`config.mk`:
```
export PLATFORM = sky130hd
export DESIGN_NAME = instr_field_pipe_flat
export DESIGN_NICKNAME = d
export VERILOG_FILES = /design/src/rtl/instr_pkg.sv /design/src/rtl/instr_field_pipe_if.sv /design/src/rtl/field_decode.sv /design/src/rtl/instr_field_pipe.sv /design/src/flat_wrapper.sv
export SDC_FILE = /design/constraint.sdc
export NUM_CORES = 1
export LEC_CHECK = 0
export ABC_AREA = 1
export BUFFER_PORTS_ARGS = -buffer_cell sky130_fd_sc_hd__buf_2
export CAP_MARGIN = 20
export CORE_MARGIN = 10
export CORE_UTILIZATION = 45
export CTS_BUF_LIST = sky130_fd_sc_hd__clkbuf_4 sky130_fd_sc_hd__clkbuf_8
export CTS_CLUSTER_DIAMETER = 80
export DETAILED_ROUTE_END_ITERATION = 10
export PLACE_DENSITY = 0.76
export SLEW_MARGIN = 20
export SYNTH_ARGS = -nofsm -noshare
export SYNTH_HDL_FRONTEND = slang
export SYNTH_SLANG_ARGS = --single-unit
```
`constraint.sdc`:
```
create_clock -name clk -period 11.34 [get_ports clk]
set_input_delay 0 -clock clk [delete_from_list [all_inputs] [get_ports clk]]
set_output_delay 0 -clock clk [all_outputs]
set_load 0.05 [all_outputs]
```
`src/rtl/instr_pkg.sv`:
```
// rtl/instr_pkg.sv - opcode, field-position and class constants shared by the instruction field pipe
package instr_pkg;

  localparam logic [5:0] OP_RTYPE = 6'h00;
  localparam logic [5:0] OP_J     = 6'h02;
  localparam logic [5:0] OP_JAL   = 6'h03;
  localparam logic [5:0] OP_ANDI  = 6'h0C;
  localparam logic [5:0] OP_ORI   = 6'h0D;
  localparam logic [5:0] OP_XORI  = 6'h0E;
  localparam logic [5:0] OP_LUI   = 6'h0F;

  localparam int OPCODE_LSB = 26;
  localparam int RS_LSB     = 21;
  localparam int RT_LSB     = 16;
  localparam int RD_LSB     = 11;
  localparam int SHAMT_LSB  = 6;
  localparam int FUNCT_LSB  = 0;
  localparam int JTARG_W    = 26;

  typedef enum logic [1:0] {
    CLASS_NONE = 2'b00,
    CLASS_R    = 2'b01,
    CLASS_J    = 2'b10,
    CLASS_I    = 2'b11
  } instr_class_e;

endpackage

```
`src/rtl/instr_field_pipe_if.sv`:
```
// rtl/instr_field_pipe_if.sv - fetch/decode handshake bundle; out_class exists only with INSTR_CLASS_EN
interface instr_field_pipe_if #(
  parameter int DEPTH = 2,
  parameter int PC_W  = 32
);
  localparam int CW = $clog2(DEPTH) + 1;

  logic            in_valid;
  logic            in_ready;
  logic [31:0]     in_instr;
  logic [PC_W-1:0] in_pc;
  logic            flush;
  logic            out_valid;
  logic            out_ready;
  logic [PC_W-1:0] out_pc;
  logic [5:0]      out_opcode;
  logic [4:0]      out_rs;
  logic [4:0]      out_rt;
  logic [4:0]      out_rd;
  logic [4:0]      out_shamt;
  logic [5:0]      out_funct;
  logic [15:0]     out_imm16;
  logic [31:0]     out_imm_ext;
  logic [PC_W-1:0] out_jaddr;
  logic [CW-1:0]   out_count;
`ifdef INSTR_CLASS_EN
  logic [1:0]      out_class;
`endif

  modport master (
    output in_valid, in_instr, in_pc, flush, out_ready,
    input  in_ready, out_valid, out_pc, out_opcode, out_rs, out_rt, out_rd,
           out_shamt, out_funct, out_imm16, out_imm_ext, out_jaddr, out_count
`ifdef INSTR_CLASS_EN
           , out_class
`endif
  );

  modport slave (
    input  in_valid, in_instr, in_pc, flush, out_ready,
    output in_ready, out_valid, out_pc, out_opcode, out_rs, out_rt, out_rd,
           out_shamt, out_funct, out_imm16, out_imm_ext, out_jaddr, out_count
`ifdef INSTR_CLASS_EN
           , out_class
`endif
  );

endinterface

```
`src/rtl/field_decode.sv`:
```
// rtl/field_decode.sv - combinational split of one instruction word plus PC into decode fields
// Optional out class output is built only with INSTR_CLASS_EN.
module field_decode
  import instr_pkg::*;
#(
  parameter int PC_W = 32
) (
  input  logic            en,
  input  logic [31:0]     instr,
  input  logic [PC_W-1:0] pc,
  output logic [5:0]      opcode,
  output logic [4:0]      rs,
  output logic [4:0]      rt,
  output logic [4:0]      rd,
  output logic [4:0]      shamt,
  output logic [5:0]      funct,
  output logic [15:0]     imm16,
  output logic [31:0]     imm_ext,
  output logic [PC_W-1:0] jaddr
`ifdef INSTR_CLASS_EN
  ,
  output logic [1:0]      cls
`endif
);

  // Low 28 bits of the jump target come from the word; the rest from pc+4.
  localparam logic [PC_W-1:0] LOW_MASK = PC_W'(28'hFFF_FFFF);

  logic [5:0]      op_raw;
  logic [15:0]     imm_raw;
  logic [PC_W-1:0] pc_plus4;
  logic [PC_W-1:0] jaddr_full;
  logic [31:0]     imm_full;

  assign op_raw     = instr[OPCODE_LSB +: 6];
  assign imm_raw    = instr[15:0];
  assign pc_plus4   = pc + PC_W'(4);
  assign jaddr_full = (pc_plus4 & ~LOW_MASK) | PC_W'({instr[JTARG_W-1:0], 2'b00});

  always_comb begin
    imm_full = {{16{imm_raw[15]}}, imm_raw};
    case (op_raw)
      OP_ANDI, OP_ORI, OP_XORI: imm_full = {16'h0000, imm_raw};
      OP_LUI:                   imm_full = {imm_raw, 16'h0000};
      default:                  imm_full = {{16{imm_raw[15]}}, imm_raw};
    endcase
  end

  always_comb begin
    opcode  = '0;
    rs      = '0;
    rt      = '0;
    rd      = '0;
    shamt   = '0;
    funct   = '0;
    imm16   = '0;
    imm_ext = '0;
    jaddr   = '0;
    if (en) begin
      opcode  = op_raw;
      rs      = instr[RS_LSB +: 5];
      rt      = instr[RT_LSB +: 5];
      rd      = instr[RD_LSB +: 5];
      shamt   = instr[SHAMT_LSB +: 5];
      funct   = instr[FUNCT_LSB +: 6];
      imm16   = imm_raw;
      imm_ext = imm_full;
      jaddr   = jaddr_full;
    end
  end

`ifdef INSTR_CLASS_EN
  always_comb begin
    cls = CLASS_NONE;
    if (en) begin
      if (op_raw == OP_RTYPE)                      cls = CLASS_R;
      else if (op_raw == OP_J || op_raw == OP_JAL) cls = CLASS_J;
      else                                         cls = CLASS_I;
    end
  end
`endif

endmodule

```
`src/rtl/instr_field_pipe.sv`:
```
// rtl/instr_field_pipe.sv - fetch-to-decode FIFO presenting decoded fields of its head entry
// Optional INSTR_CLASS_EN adds the out_class output through the interface.
module instr_field_pipe
  import instr_pkg::*;
#(
  parameter int DEPTH = 2,
  parameter int PC_W  = 32
) (
  input logic               clk,
  input logic               rst_n,
  instr_field_pipe_if.slave bus
);

  localparam int AW = $clog2(DEPTH);
  localparam logic [AW:0]   FULL_CNT = (AW+1)'(DEPTH);
  localparam logic [AW:0]   ONE_CNT  = (AW+1)'(1);
  localparam logic [AW-1:0] ONE_PTR  = AW'(1);

  logic [31:0]     instr_mem [DEPTH];
  logic [PC_W-1:0] pc_mem    [DEPTH];
  logic [AW-1:0]   wr_ptr;
  logic [AW-1:0]   rd_ptr;
  logic [AW:0]     count;
  logic            full;
  logic            empty;
  logic            push;
  logic            pop;

  assign full  = (count == FULL_CNT);
  assign empty = (count == '0);
  // in_ready looks only at occupancy, so a full FIFO refuses even when popping.
  assign push  = bus.in_valid && !full && !bus.flush;
  assign pop   = !empty && bus.out_ready && !bus.flush;

  always_ff @(posedge clk) begin
    if (push) begin
      instr_mem[wr_ptr] <= bus.in_instr;
      pc_mem[wr_ptr]    <= bus.in_pc;
    end
  end

  always_ff @(posedge clk or negedge rst_n) begin
    if (!rst_n) begin
      wr_ptr <= '0;
      rd_ptr <= '0;
      count  <= '0;
    end else if (bus.flush) begin
      wr_ptr <= '0;
      rd_ptr <= '0;
      count  <= '0;
    end else begin
      if (push) wr_ptr <= wr_ptr + ONE_PTR;
      if (pop)  rd_ptr <= rd_ptr + ONE_PTR;
      case ({push, pop})
        2'b10:   count <= count + ONE_CNT;
        2'b01:   count <= count - ONE_CNT;
        default: count <= count;
      endcase
    end
  end

  assign bus.in_ready  = !full;
  assign bus.out_valid = !empty;
  assign bus.out_count = count;
  assign bus.out_pc    = empty ? '0 : pc_mem[rd_ptr];

  field_decode #(.PC_W(PC_W)) u_decode (
    .en      (!empty),
    .instr   (instr_mem[rd_ptr]),
    .pc      (pc_mem[rd_ptr]),
    .opcode  (bus.out_opcode),
    .rs      (bus.out_rs),
    .rt      (bus.out_rt),
    .rd      (bus.out_rd),
    .shamt   (bus.out_shamt),
    .funct   (bus.out_funct),
    .imm16   (bus.out_imm16),
    .imm_ext (bus.out_imm_ext),
    .jaddr   (bus.out_jaddr)
`ifdef INSTR_CLASS_EN
    ,
    .cls     (bus.out_class)
`endif
  );

endmodule

```
`src/flat_wrapper.sv`:
```
// flat-port wrapper written by rule: the top's interface ports become plain ports
module instr_field_pipe_flat import instr_pkg::*;
#(
  parameter int DEPTH = 2,
  parameter int PC_W  = 32
)
  (clk, rst_n, bus_in_valid, bus_in_instr, bus_in_pc, bus_flush, bus_out_ready, bus_in_ready, bus_out_valid, bus_out_pc, bus_out_opcode, bus_out_rs, bus_out_rt, bus_out_rd, bus_out_shamt, bus_out_funct, bus_out_imm16, bus_out_imm_ext, bus_out_jaddr, bus_out_count);
  instr_field_pipe_if #(.DEPTH(DEPTH), .PC_W(PC_W)) bus_i ();
  input logic clk;
  input logic rst_n;
  input wire logic [$bits(bus_i.in_valid)-1:0] bus_in_valid;
  input wire logic [$bits(bus_i.in_instr)-1:0] bus_in_instr;
  input wire logic [$bits(bus_i.in_pc)-1:0] bus_in_pc;
  input wire logic [$bits(bus_i.flush)-1:0] bus_flush;
  input wire logic [$bits(bus_i.out_ready)-1:0] bus_out_ready;
  output wire logic [$bits(bus_i.in_ready)-1:0] bus_in_ready;
  output wire logic [$bits(bus_i.out_valid)-1:0] bus_out_valid;
  output wire logic [$bits(bus_i.out_pc)-1:0] bus_out_pc;
  output wire logic [$bits(bus_i.out_opcode)-1:0] bus_out_opcode;
  output wire logic [$bits(bus_i.out_rs)-1:0] bus_out_rs;
  output wire logic [$bits(bus_i.out_rt)-1:0] bus_out_rt;
  output wire logic [$bits(bus_i.out_rd)-1:0] bus_out_rd;
  output wire logic [$bits(bus_i.out_shamt)-1:0] bus_out_shamt;
  output wire logic [$bits(bus_i.out_funct)-1:0] bus_out_funct;
  output wire logic [$bits(bus_i.out_imm16)-1:0] bus_out_imm16;
  output wire logic [$bits(bus_i.out_imm_ext)-1:0] bus_out_imm_ext;
  output wire logic [$bits(bus_i.out_jaddr)-1:0] bus_out_jaddr;
  output wire logic [$bits(bus_i.out_count)-1:0] bus_out_count;
  assign bus_i.in_valid = bus_in_valid;
  assign bus_i.in_instr = bus_in_instr;
  assign bus_i.in_pc = bus_in_pc;
  assign bus_i.flush = bus_flush;
  assign bus_i.out_ready = bus_out_ready;
  assign bus_in_ready = bus_i.in_ready;
  assign bus_out_valid = bus_i.out_valid;
  assign bus_out_pc = bus_i.out_pc;
  assign bus_out_opcode = bus_i.out_opcode;
  assign bus_out_rs = bus_i.out_rs;
  assign bus_out_rt = bus_i.out_rt;
  assign bus_out_rd = bus_i.out_rd;
  assign bus_out_shamt = bus_i.out_shamt;
  assign bus_out_funct = bus_i.out_funct;
  assign bus_out_imm16 = bus_i.out_imm16;
  assign bus_out_imm_ext = bus_i.out_imm_ext;
  assign bus_out_jaddr = bus_i.out_jaddr;
  assign bus_out_count = bus_i.out_count;
  instr_field_pipe #(.DEPTH(DEPTH), .PC_W(PC_W)) u_core (.clk(clk), .rst_n(rst_n), .bus(bus_i));
endmodule
```
### After elaboration in Yosys (flattened, before gate mapping)

Memories as Yosys holds them, arrays and structs flattened.
Index checks and enable logic that the tools add are counted.

| storage, ports and cells | value |
|---|---|
| word-level logic and storage cells | 49 |
| memories kept | 2 |
| register bits after elaboration | 4 |
| output and inout bits | 148 |
| bits in writable memories | 128 |
| input bits | 69 |

| operators by class | value |
|---|---|
| $add $sub $neg | 5 |
| equality and inequality tests | 7 |
| reductions and logical operators | 12 |
| mux-type cells | 19 |
| bitwise gates (word level) | 1 |

Memory list:

| memory | words | bits a word | read ports | clocked after Yosys merged registers in | wr ports | line | RTL |
|---|---|---|---|---|---|---|---|
| u_core.instr_mem | 2 | 32 | 1 | 0 | 1 | instr_field_pipe.sv:19 | `logic [31:0] instr_mem [DEPTH];` |
| u_core.pc_mem | 2 | 32 | 1 | 0 | 1 | instr_field_pipe.sv:20 | `logic [PC_W-1:0] pc_mem [DEPTH];` |

Operators with widths:

| cell | count |
|---|---|
| 32-bit 2-to-1 mux | 3 |
| 32-bit one-hot mux with 2 select lines | 1 |
| 32-bit by 3-bit adder with 32-bit output (second input constant) | 1 |
| 32-bit by 28-bit OR with 32-bit output | 1 |
| 6-bit by 4-bit equality test with 1-bit output (second input constant) | 4 |
| 5-bit 2-to-1 mux | 4 |
| 16-bit 2-to-1 mux | 1 |
| 6-bit 2-to-1 mux | 2 |
| 1-bit 2-to-1 mux | 6 |
| 2-bit equality test (second input constant) | 2 |
| 1-bit logical AND | 4 |
| 2-bit one-hot mux with 2 select lines | 1 |
| 2-bit nonzero test | 2 |
| 1-bit logical NOT | 3 |
| 3-bit nonzero test | 1 |
| 3-bit OR reduction | 1 |
| 1-bit adder (second input constant) | 2 |
| 2-bit by 1-bit adder with 2-bit output (second input constant) | 1 |
| 2-bit by 1-bit equality test with 1-bit output (second input constant) | 1 |
| 2-bit logical NOT | 1 |
| 2-bit 2-to-1 mux | 1 |
| 2-bit by 1-bit subtractor with 2-bit output (second input constant) | 1 |

### Depth between registers and ports, before layout

Gate-level depths: netlist of the first run.

| depth | value |
|---|---|
| word-level depth | 7 |
| mapped depth | 13 |
| mapped depth without buffers | 11 |

### Hierarchy

From an unflattened synthesis of the first run, not the netlist that was laid out.

| unflattened totals | value |
|---|---|
| cell total of the unflattened synthesis | 644 |
| area total of the unflattened synthesis | 6229.7 um^2 |

Modules (own cells, without submodules):

| module | area each (um^2) | instances | cells each |
|---|---|---|---|
| instr_field_pipe | 5056.1 | 1 | 405 |
| field_decode | 1173.6 | 1 | 239 |

### Worst setup path after synthesis of the first run

No wires, ideal clock.

| timing path | value |
|---|---|
| path type | reg-to-reg |
| start | reg u_core.count[0], in the netlist u_core.bus.out_count[0] |
| end | mem u_core.instr_mem[0][0], enable pin |
| setup time | 0.488 ns |
| setup slack | 6.659 ns |
| data arrival time | 4.193 ns |
| stages on the path, launching flop included | 7 |
| cell sequence | dfrtp_1 -> inv_1 -> nand2_1 -> nand2_1 -> nor2_1 -> inv_1 -> nor2_1 |

| on the way | value |
|---|---|
| word-level cells in the longest chain between the ends | 6 |

Ends and longest elaborated chain:

| item | line | RTL |
|---|---|---|
| from (decl) | instr_field_pipe.sv:23 | `logic [AW:0] count;` |
| from (signal assigned) | instr_field_pipe.sv:55 | `2'b10: count <= count + ONE_CNT;` |
| from (signal assigned) | instr_field_pipe.sv:56 | `2'b01: count <= count - ONE_CNT;` |
| from (signal assigned) | instr_field_pipe.sv:57 | `default: count <= count;` |
| 2-bit equality test | instr_field_pipe.sv:29 | `assign full = (count == FULL_CNT);` |
| 1-bit logical NOT | n/a |  |
| net bus_in_ready | flat_wrapper.sv:16 | `output wire logic [$bits(bus_i.in_ready)-1:0] bus_in_ready;` |
| 1-bit logical AND (2 in a row) | instr_field_pipe.sv:32 | `assign push = bus.in_valid && !full && !bus.flush;` |
| 1-bit 2-to-1 mux | instr_field_pipe.sv:36 | `if (push) begin` |
| 1-bit 2-to-1 mux (not written as such) | instr_field_pipe.sv:37 | `instr_mem[wr_ptr] <= bus.in_instr;` |
| to (decl) | instr_field_pipe.sv:19 |  |

The timed path passes the listed nets, and every way through them passes these cells.

### Worst setup path after layout of the first run

| timing path | value |
|---|---|
| start | reg u_core.rd_ptr |
| end | out bus_out_imm_ext[27] |

| on the way | value |
|---|---|
| word-level cells in the longest chain between the ends | 5 |
| elaborated cells between the ends (all ways) | 8 |

Ends and longest elaborated chain:

| item | line | RTL |
|---|---|---|
| from (decl) | instr_field_pipe.sv:22 | `logic [AW-1:0] rd_ptr;` |
| from (signal assigned) | instr_field_pipe.sv:53 | `if (pop) rd_ptr <= rd_ptr + ONE_PTR;` |
| memory read 2 x 32 bit * | n/a |  |
| 6-bit by 4-bit equality test with 1-bit output | field_decode.sv:42 | `case (op_raw)` |
| 3-bit OR reduction | field_decode.sv:42 |  |
| 32-bit one-hot mux with 2 select lines * | field_decode.sv:42 |  |
| 32-bit 2-to-1 mux * | field_decode.sv:59 | `if (en) begin` |
| to (decl) | flat_wrapper.sv:26 | `output wire logic [$bits(bus_i.out_imm_ext)-1:0] bus_out_imm_ext;` |

Mark *: on every way between the ends. The rest lies on a longest branch, timed or not.

==> impl_results.md, run 1 <==
- Clk sink count: 132
- Vias in the first global route: 5354
- Core area: 0.0139 mm2
- Dpl hpwl: 11.5 mm
- Number of buffers created by CTS: 17
- I/O pin total: 217
- Synth Area in Simple Gates: 21.1%
- Final period util: 31.8%
- GR met1 Demand/Resource: 17.8%
- Final hold vios: 0
- Met2 Use GR: 31.5%
- Min Hold Slack: 62.3 ps
- Multiplexer area fraction after synthesis: 0.157%
- Crit path max-delay cell type: nor2_4
- Initial Util: 45.8%
- M3 GR Usage: 6.30%
- Crit path cell chain: inv_2 > buf_4 > nand2_1 > o21ai_2 > nand4_4 > nor2_4 > nor2_2 > nor3_2 > buf_2
- CTS clk-pin slew, worst paths: 70 ps
- Num rows: 43
- CP max FO: 38
- P per Cell Area: 306 mW/mm2
- Crit path launch: u_core.rd_ptr
- Register area: 0.00395 mm2
- Most area-hungry cell type in the Yosys netlist: edfxtp_1
- Status: completed
- Antenna Violating Nets Remaining: 0
- Post-CTS setup buffer count: 0
- Final Max Slew Viols: 0
- FF-to-FF Start: u_core.bus.out_count[0]
- Clk buf depth: 2
- Post-Syn Instances: 633
- Latest clock arrival within the worst-skew pair: 440 ps
- Crit path kind: reg2out
- CTS tree: yes
- Worst Hold Launch: bus_out_ready
- Largest family of logic cells by synthesized area: simple AND/OR/NAND/NOR gates
- Maximum vdd drop: 0.159 mV
- Vias per std cell: 4.74
- Req. time, crit path: 11340 ps
- Maximum clock frequency: 277 MHz
- CP Capture Type: output port
- Layout Nets: 940
- Clock skew: 8.22 ps
- Register area share after synthesis: 62.0%
- Detailed Route WL: 17.1 mm
- Design Area, Final: 0.00834 mm2
- Remaining DRCs: 0
- Multi-input gate area: 0.00177 mm2
- Synth Area in XOR/XNOR: 0.138%
- Max_cap viols: 0
- Share of cells above drive strength 1: 32.7%
- Largest net degree at the start of global routing: 83
- Setup tns final: 0 ps
- Netlist cell types: 29
- Commonest non-fill, non-tap cells in the layout: buf_2, nand2_1, edfxtp_1, dlygate4sd3_1, nor2_1
- Setup violators final: 0
- Total power: 2550 uW
- Synth Area in Adders: 0%
- Synth top area cells: edfxtp_1, nand2_1, buf_4
- Via count: 5051
- CTS root buf: clkbuf_8
- First-pass GRT wire length: 27.1 mm
- Most Crowded Layer GR: met2
- Die ar.: 0.0193 mm2
- Synth Area in Compound Gates: 5.96%
- Placement-stage cell area: 0.00724 mm2
- Worst-margin pin slew: 1070 ps
- CP Launch Type: flip-flop
- Die X: 139 um
- Number of port buffers: 214
- Unrepaired setup endpoints after global routing: no
- Cell Area, Synth: 0.00636 mm2
- CP peak stage delay: 480 ps
- Drt pass-1 iters: 5
- Yosys reg bits: 132
- Syn avg cell area: 10.0 um2
- CP arrival: 3600 ps
- Max H-tree Level: 4
- Period minus WS final: 3600 ps
- Gr ovfl total: 0
- Synth top area share: 60.5%
- HP Class: in2reg
- Antenna violations before repair: 2
- Area Overhead vs Synth: 31.2%
- Dpl ws: 8150 ps
- Worst setup margin: 7740 ps
- Leak: 0.00375 uW
- Routed len/inst: 16.1 um
- Global Route Usage Sum: 17.5%
- Die Height: 139 um
- Rel. slew slack: 28.4%
- Yosys warns: 0
- Initial DRC Count: 240
- Placer Congestion: 0.833
- Commonest non-fill, non-tap cell in the layout: buf_2
- FILL cells: 1119
## state kept, by name (all words and copies together), names as in the netlist
signal,cells
u_core.instr_mem,64
u_core.pc_mem,64
u_core.bus.out_count,2
u_core.rd_ptr,1
u_core.wr_ptr,1
## what timing repair did
item | CTS | global route
endpoints found under the hold margin | 136 | 0
resized for setup | 0 | 0
endpoints found under the setup margin | 0 | 0
hold buffers | 69 | 0
## cells in the mapped netlist
cell      instances
o211ai_2          1
inv_1            51
o21a_1           15
nor2_2            4
a21oi_1          35
or2_2            16
buf_4            50
buf_2             6
nor2_4            1
a21oi_2           1
nand3_1           7
o21ai_2           2
o21ai_0           6
o21bai_1          1
buf_6             2
nand4_4           1
nand2_1         184
clkbuf_1         11
buf_1             1
nor3_2           10
nor2_1           68
inv_2             1
xnor2_1           1
conb_1            1
edfxtp_1        128
dfrtp_1           4
mux2i_1           1
o21ai_1           3
nor3_1           21
## power by group
| group | internal, uW | switching [uW] |
|---|---|---|
| clock network | 217 | 178 |
| registers | 583 | 15.2 |
| logic | 295 | 1270 |
| total | 1100 | 1460 |
## path summary, 6_finish.rpt
| check | end | slack [ps] | cells after the start |
|---|---|---|---|
| hold / removal | u_core.bus.out_count[1] | 60 | 6 |
| hold reg to reg | u_core.wr_ptr | 640 | 2 |
| setup reg to reg | u_core.pc_mem[1][15] | 8830 | 7 |
| min in group asynchronous | u_core.bus.out_count[0] | 450 | 3 |
| max in group asynchronous | u_core.rd_ptr | 10700 | 3 |
| setup / recovery | bus_out_imm_ext[27] | 7740 | 9 |
## worst max-delay path, delay by kind of cell, from the launching register on
family	cells	cell delay (ps)
buf+inv	3	1200
compound gates	1	120
simple gates	5	1410
flops	1	410
## layout make-up
class / instances / area share, %
Inverter: 52 / 2.34
Tap cell: 180 / 2.70
Clock buffer: 18 / 2.89
Multi-Input combinational cell: 380 / 21.2
Timing Repair Buffer: 288 / 21.6
Antenna cell: 2 / 0.0600
Sequential cell: 132 / 47.3
Clock inverter: 14 / 1.95
## kinds of logic after synthesis
kind of cell    count (synthesis)
other cells                     1
xor+xnor                        1
mux                             1
compound gates                 64
simple gates                  312
buf+inv                       122
flops                         132
## through the flow
step | instances | utilization [%]
after floorplan | 634 | -
after global placement | 963 | 52.2
after detailed placement | 963 | 52.2
after CTS | 1064 | 60.1
after global routing | 1066 | 60.1
final | 1066 | 60.1
## per-layer routing
metal	vias to the layer above	routed length, um	share of wire [%]
met5	-	0	0
met4	0	437	2.5
met3	30	1280	7.5
met2	178	8960	52
met1	2328	6470	38
li1	2515	-	-
(Power assumes the default switching activity.)
==> run 2: changes to the inputs <==
--- a/config.mk
+++ b/config.mk
@@ -13,7 +13,7 @@
 export CTS_BUF_LIST = sky130_fd_sc_hd__clkbuf_4 sky130_fd_sc_hd__clkbuf_8
 export CTS_CLUSTER_DIAMETER = 80
 export DETAILED_ROUTE_END_ITERATION = 10
-export PLACE_DENSITY = 0.76
+export PLACE_DENSITY = 0.79
 export SLEW_MARGIN = 20
 export SYNTH_ARGS = -nofsm -noshare
 export SYNTH_HDL_FRONTEND = slang
==> constraint.sdc (replaced) <==
create_clock -name clk -period 2.9 [get_ports clk]
set_input_delay 0 -clock clk [delete_from_list [all_inputs] [get_ports clk]]
set_output_delay 0 -clock clk [all_outputs]
set_load 0.05 [all_outputs]
==> impl_results.md, run 2 (synthesis results as in run 1) <==
- Final period util: 91.8%
- Latest clock arrival within the worst-skew pair: 440 ps (about the same)
- Diodes inserted: 0 (-2)
- Crit path kind: reg2out
- Antenna Violating Nets Remaining: 0 (unchanged)
- Worst-margin pin slew: 666 ps (-408 ps)
- Vias per std cell: 4.79 (+0.99%)
- Maximum vdd drop: 0.566 mV (+260%)
- Design Area, Final: 0.00842 mm2 (+0.87%)
- Via count: 5120 (+1.4%)
- Commonest non-fill, non-tap cells in the layout: buf_2, nand2_1, edfxtp_1, dlygate4sd3_1, nor2_1
- CP Launch Type: flip-flop
- Initial Util: 45.8% (unchanged)
- Global Route Usage Sum: 17.6% (+0.17 points)
- Worst path most repeated cell: nand2_1
- Worst r2r dst: u_core.bus.out_count[1]
- Leak: 0.00381 uW (+1.5%)
- Maximum clock frequency: 375 MHz
- Die Height: 139 um (unchanged)
- Fin util: 60.6% (+0.52 points)
- Setup slack, reg-to-reg: 950 ps (-7880 ps)
- Share of cells above drive strength 1: 33.7% (+1.0 points)
- Largest net degree at the start of global routing: 57 (-31%)
- Gr ovfl total: 0 (unchanged)
- CP arrival: 2660 ps (-940 ps)
- CTS clk-pin slew, worst paths: 70 ps (about the same)
- Placed Instances: 970 (+0.73%)
- Routed len/inst: 16.4 um (+1.8%)
- R2R depth: 8 (+1)
- Max H-tree Level: 4 (unchanged)
- Rel. slew slack: 55.5% (+27 points)
- Clk buf depth: 2 (unchanged)
- Worst setup margin: 237 ps (-7500 ps)
- Period minus WS final: 2660 ps
- Vias in the first global route: 5140 (-4.0%)
- Placement-stage cell area: 0.00732 mm2 (+1.1%)
- Area Overhead vs Synth: 32.4%
- Buf/Inv on CP: 4 (+1)
- FILL cells: 1132 (+1.2%)
- Number of buffers created by CTS: 17 (unchanged)
- Core area: 0.0139 mm2 (unchanged)
- Clock skew: 10.5 ps (+2.29 ps)
- FF-to-FF Start: u_core.bus.out_count[0]
- Final Max Slew Viols: 0 (unchanged)
- CP Capture Type: output port
- Initial DRC Count: 267 (+11%)
- P per Cell Area: 1190 mW/mm2 (+290%)
- Gate power share: 61.6% (+0.5 points)
- CP endpoint: bus_out_jaddr[29]
- Req. time, crit path: 2900 ps (-8440 ps)
- Commonest non-fill, non-tap cell in the layout: buf_2
- Net Sw Frac: 56.9% (-0.18 points)
- Clk sink count: 132 (unchanged)
- Die X: 139 um (unchanged)
- P_int: 4320 uW (+290%)
- CTS root buf: clkbuf_8
- Dpl ws: 537 ps (-7610 ps)
- Number of port buffers: 214 (unchanged)
- Placer Congestion: 0.841 (+0.98%)
- Num rows: 43 (unchanged)
- Unrepaired setup endpoints after global routing: no
- Antenna violations before repair: 0 (-2)
- CP max FO: 36 (-5.3%)
- Layout Nets: 947 (+0.74%)
- Flop pwr share: 23.4% (about the same)
- Crit path launch: u_core.rd_ptr
- Clock network power share: 15.1% (-0.4 points)
- HP Class: in2reg
- Dpl hpwl: 12.1 mm (+5.3%)
- Post-CTS setup buffer count: 0 (unchanged)
- Final hold vios: 0 (unchanged)
- CTS tree: yes
- WP depth: 13 (+4)
- Status: completed
- Max_cap viols: 0 (unchanged)
- Fin cells: 1070 (+0.38%)
- Crit path cell chain: inv_2 > buf_4 > nand2_1 > nand2_1 > nand2_1 > nor2_1 > nand2_1 > nor2_2 > nand2_1 > nand2_1 > nand2_1 > inv_1 > buf_2
- Top Family by Delay on Critical Path: simple AND/OR/NAND/NOR gates
- First-pass GRT wire length: 27.2 mm (+0.25%)
- Remaining DRCs: 0 (unchanged)
- Psw: 5710 uW (+290%)
- Crit path max-delay cell type: dfrtp_2
- Drt pass-1 iters: 4 (-1)
- Setup violators final: 0 (unchanged)
- Die ar.: 0.0193 mm2 (unchanged)
- Detailed Route WL: 17.5 mm (+2.2%)
- I/O pin total: 217 (unchanged)
- CP peak stage delay: 450 ps (-30 ps)
==> run 2: cell types whose count changed in the layout (fill, tap and decap cells not counted), moves of 2 or more <==
cell        previous run  this run
clkinvlp_4             5         1
clkinv_2               2         5
nor3_2                10        15
buf_4                  5        11
diode_2                2         0
nor3_1                21        16
==> run 2: worst min-delay path by stage <==
stage,slack (ps),cells past startpoint,end,from
after floorplan,-300,0,u_core.bus.out_count[0],rst_n
after global placement,-180,1,u_core.bus.out_count[0],rst_n
after detailed placement,-180,1,u_core.bus.out_count[0],rst_n
after CTS,250,2,u_core.pc_mem[1][5],bus_in_pc[5]
after global routing,260,2,u_core.instr_mem[0][24],bus_in_instr[24]
final,280,2,u_core.instr_mem[0][17],bus_in_instr[17]
==> run 2: repair_timing <==
| action | CTS | global route |
|---|---|---|
| hold endpoints to repair | 136 | 0 |
| setup endpoints to repair | 0 | 17 |
| hold buffers | 69 | 0 |
| gates resized for setup | 0 | 3 |
==> run 2: power groups by stage <==
stage	logic, uW	clock network, uW	registers, uW
finish	6180	1510	2340
global placement	6080	0	2380
global route	6510	1620	2360
CTS	6200	1540	2340
detailed placement	6110	0	2380
floorplan	5060	0	2420
==> run 2: cell type report <==
cell class | count | area, um2 | area share, %
inverters | 52 | 195 | 2.32
repair buffers | 295 | 1860 | 22.0
clock inverters | 12 | 139 | 1.65
clock buffers | 19 | 249 | 2.96
multi-input cells | 380 | 1810 | 21.5
flip-flops and latches | 132 | 3950 | 46.9
well taps | 180 | 225 | 2.68
==> run 2: routing by layer <==
layer / vias up / global-route usage, % / share of wire, %
li1: 2524 / - / -
met1: 2352 / 18.9 / 38
met2: 208 / 30.2 / 51
met3: 36 / 6.10 / 8.0
met4: 0 / 8.90 / 2.8
met5: - / 0 / 0
==> run 2: through the flow <==
step	total power (uW)	setup TNS (ps)	hold WS, ps
floorplan	7470	-87320	-296
global placement	8460	0	-181
detailed placement	8490	0	-182
CTS	10100	0	249
global route	10500	0	261
finish	10000	0	278
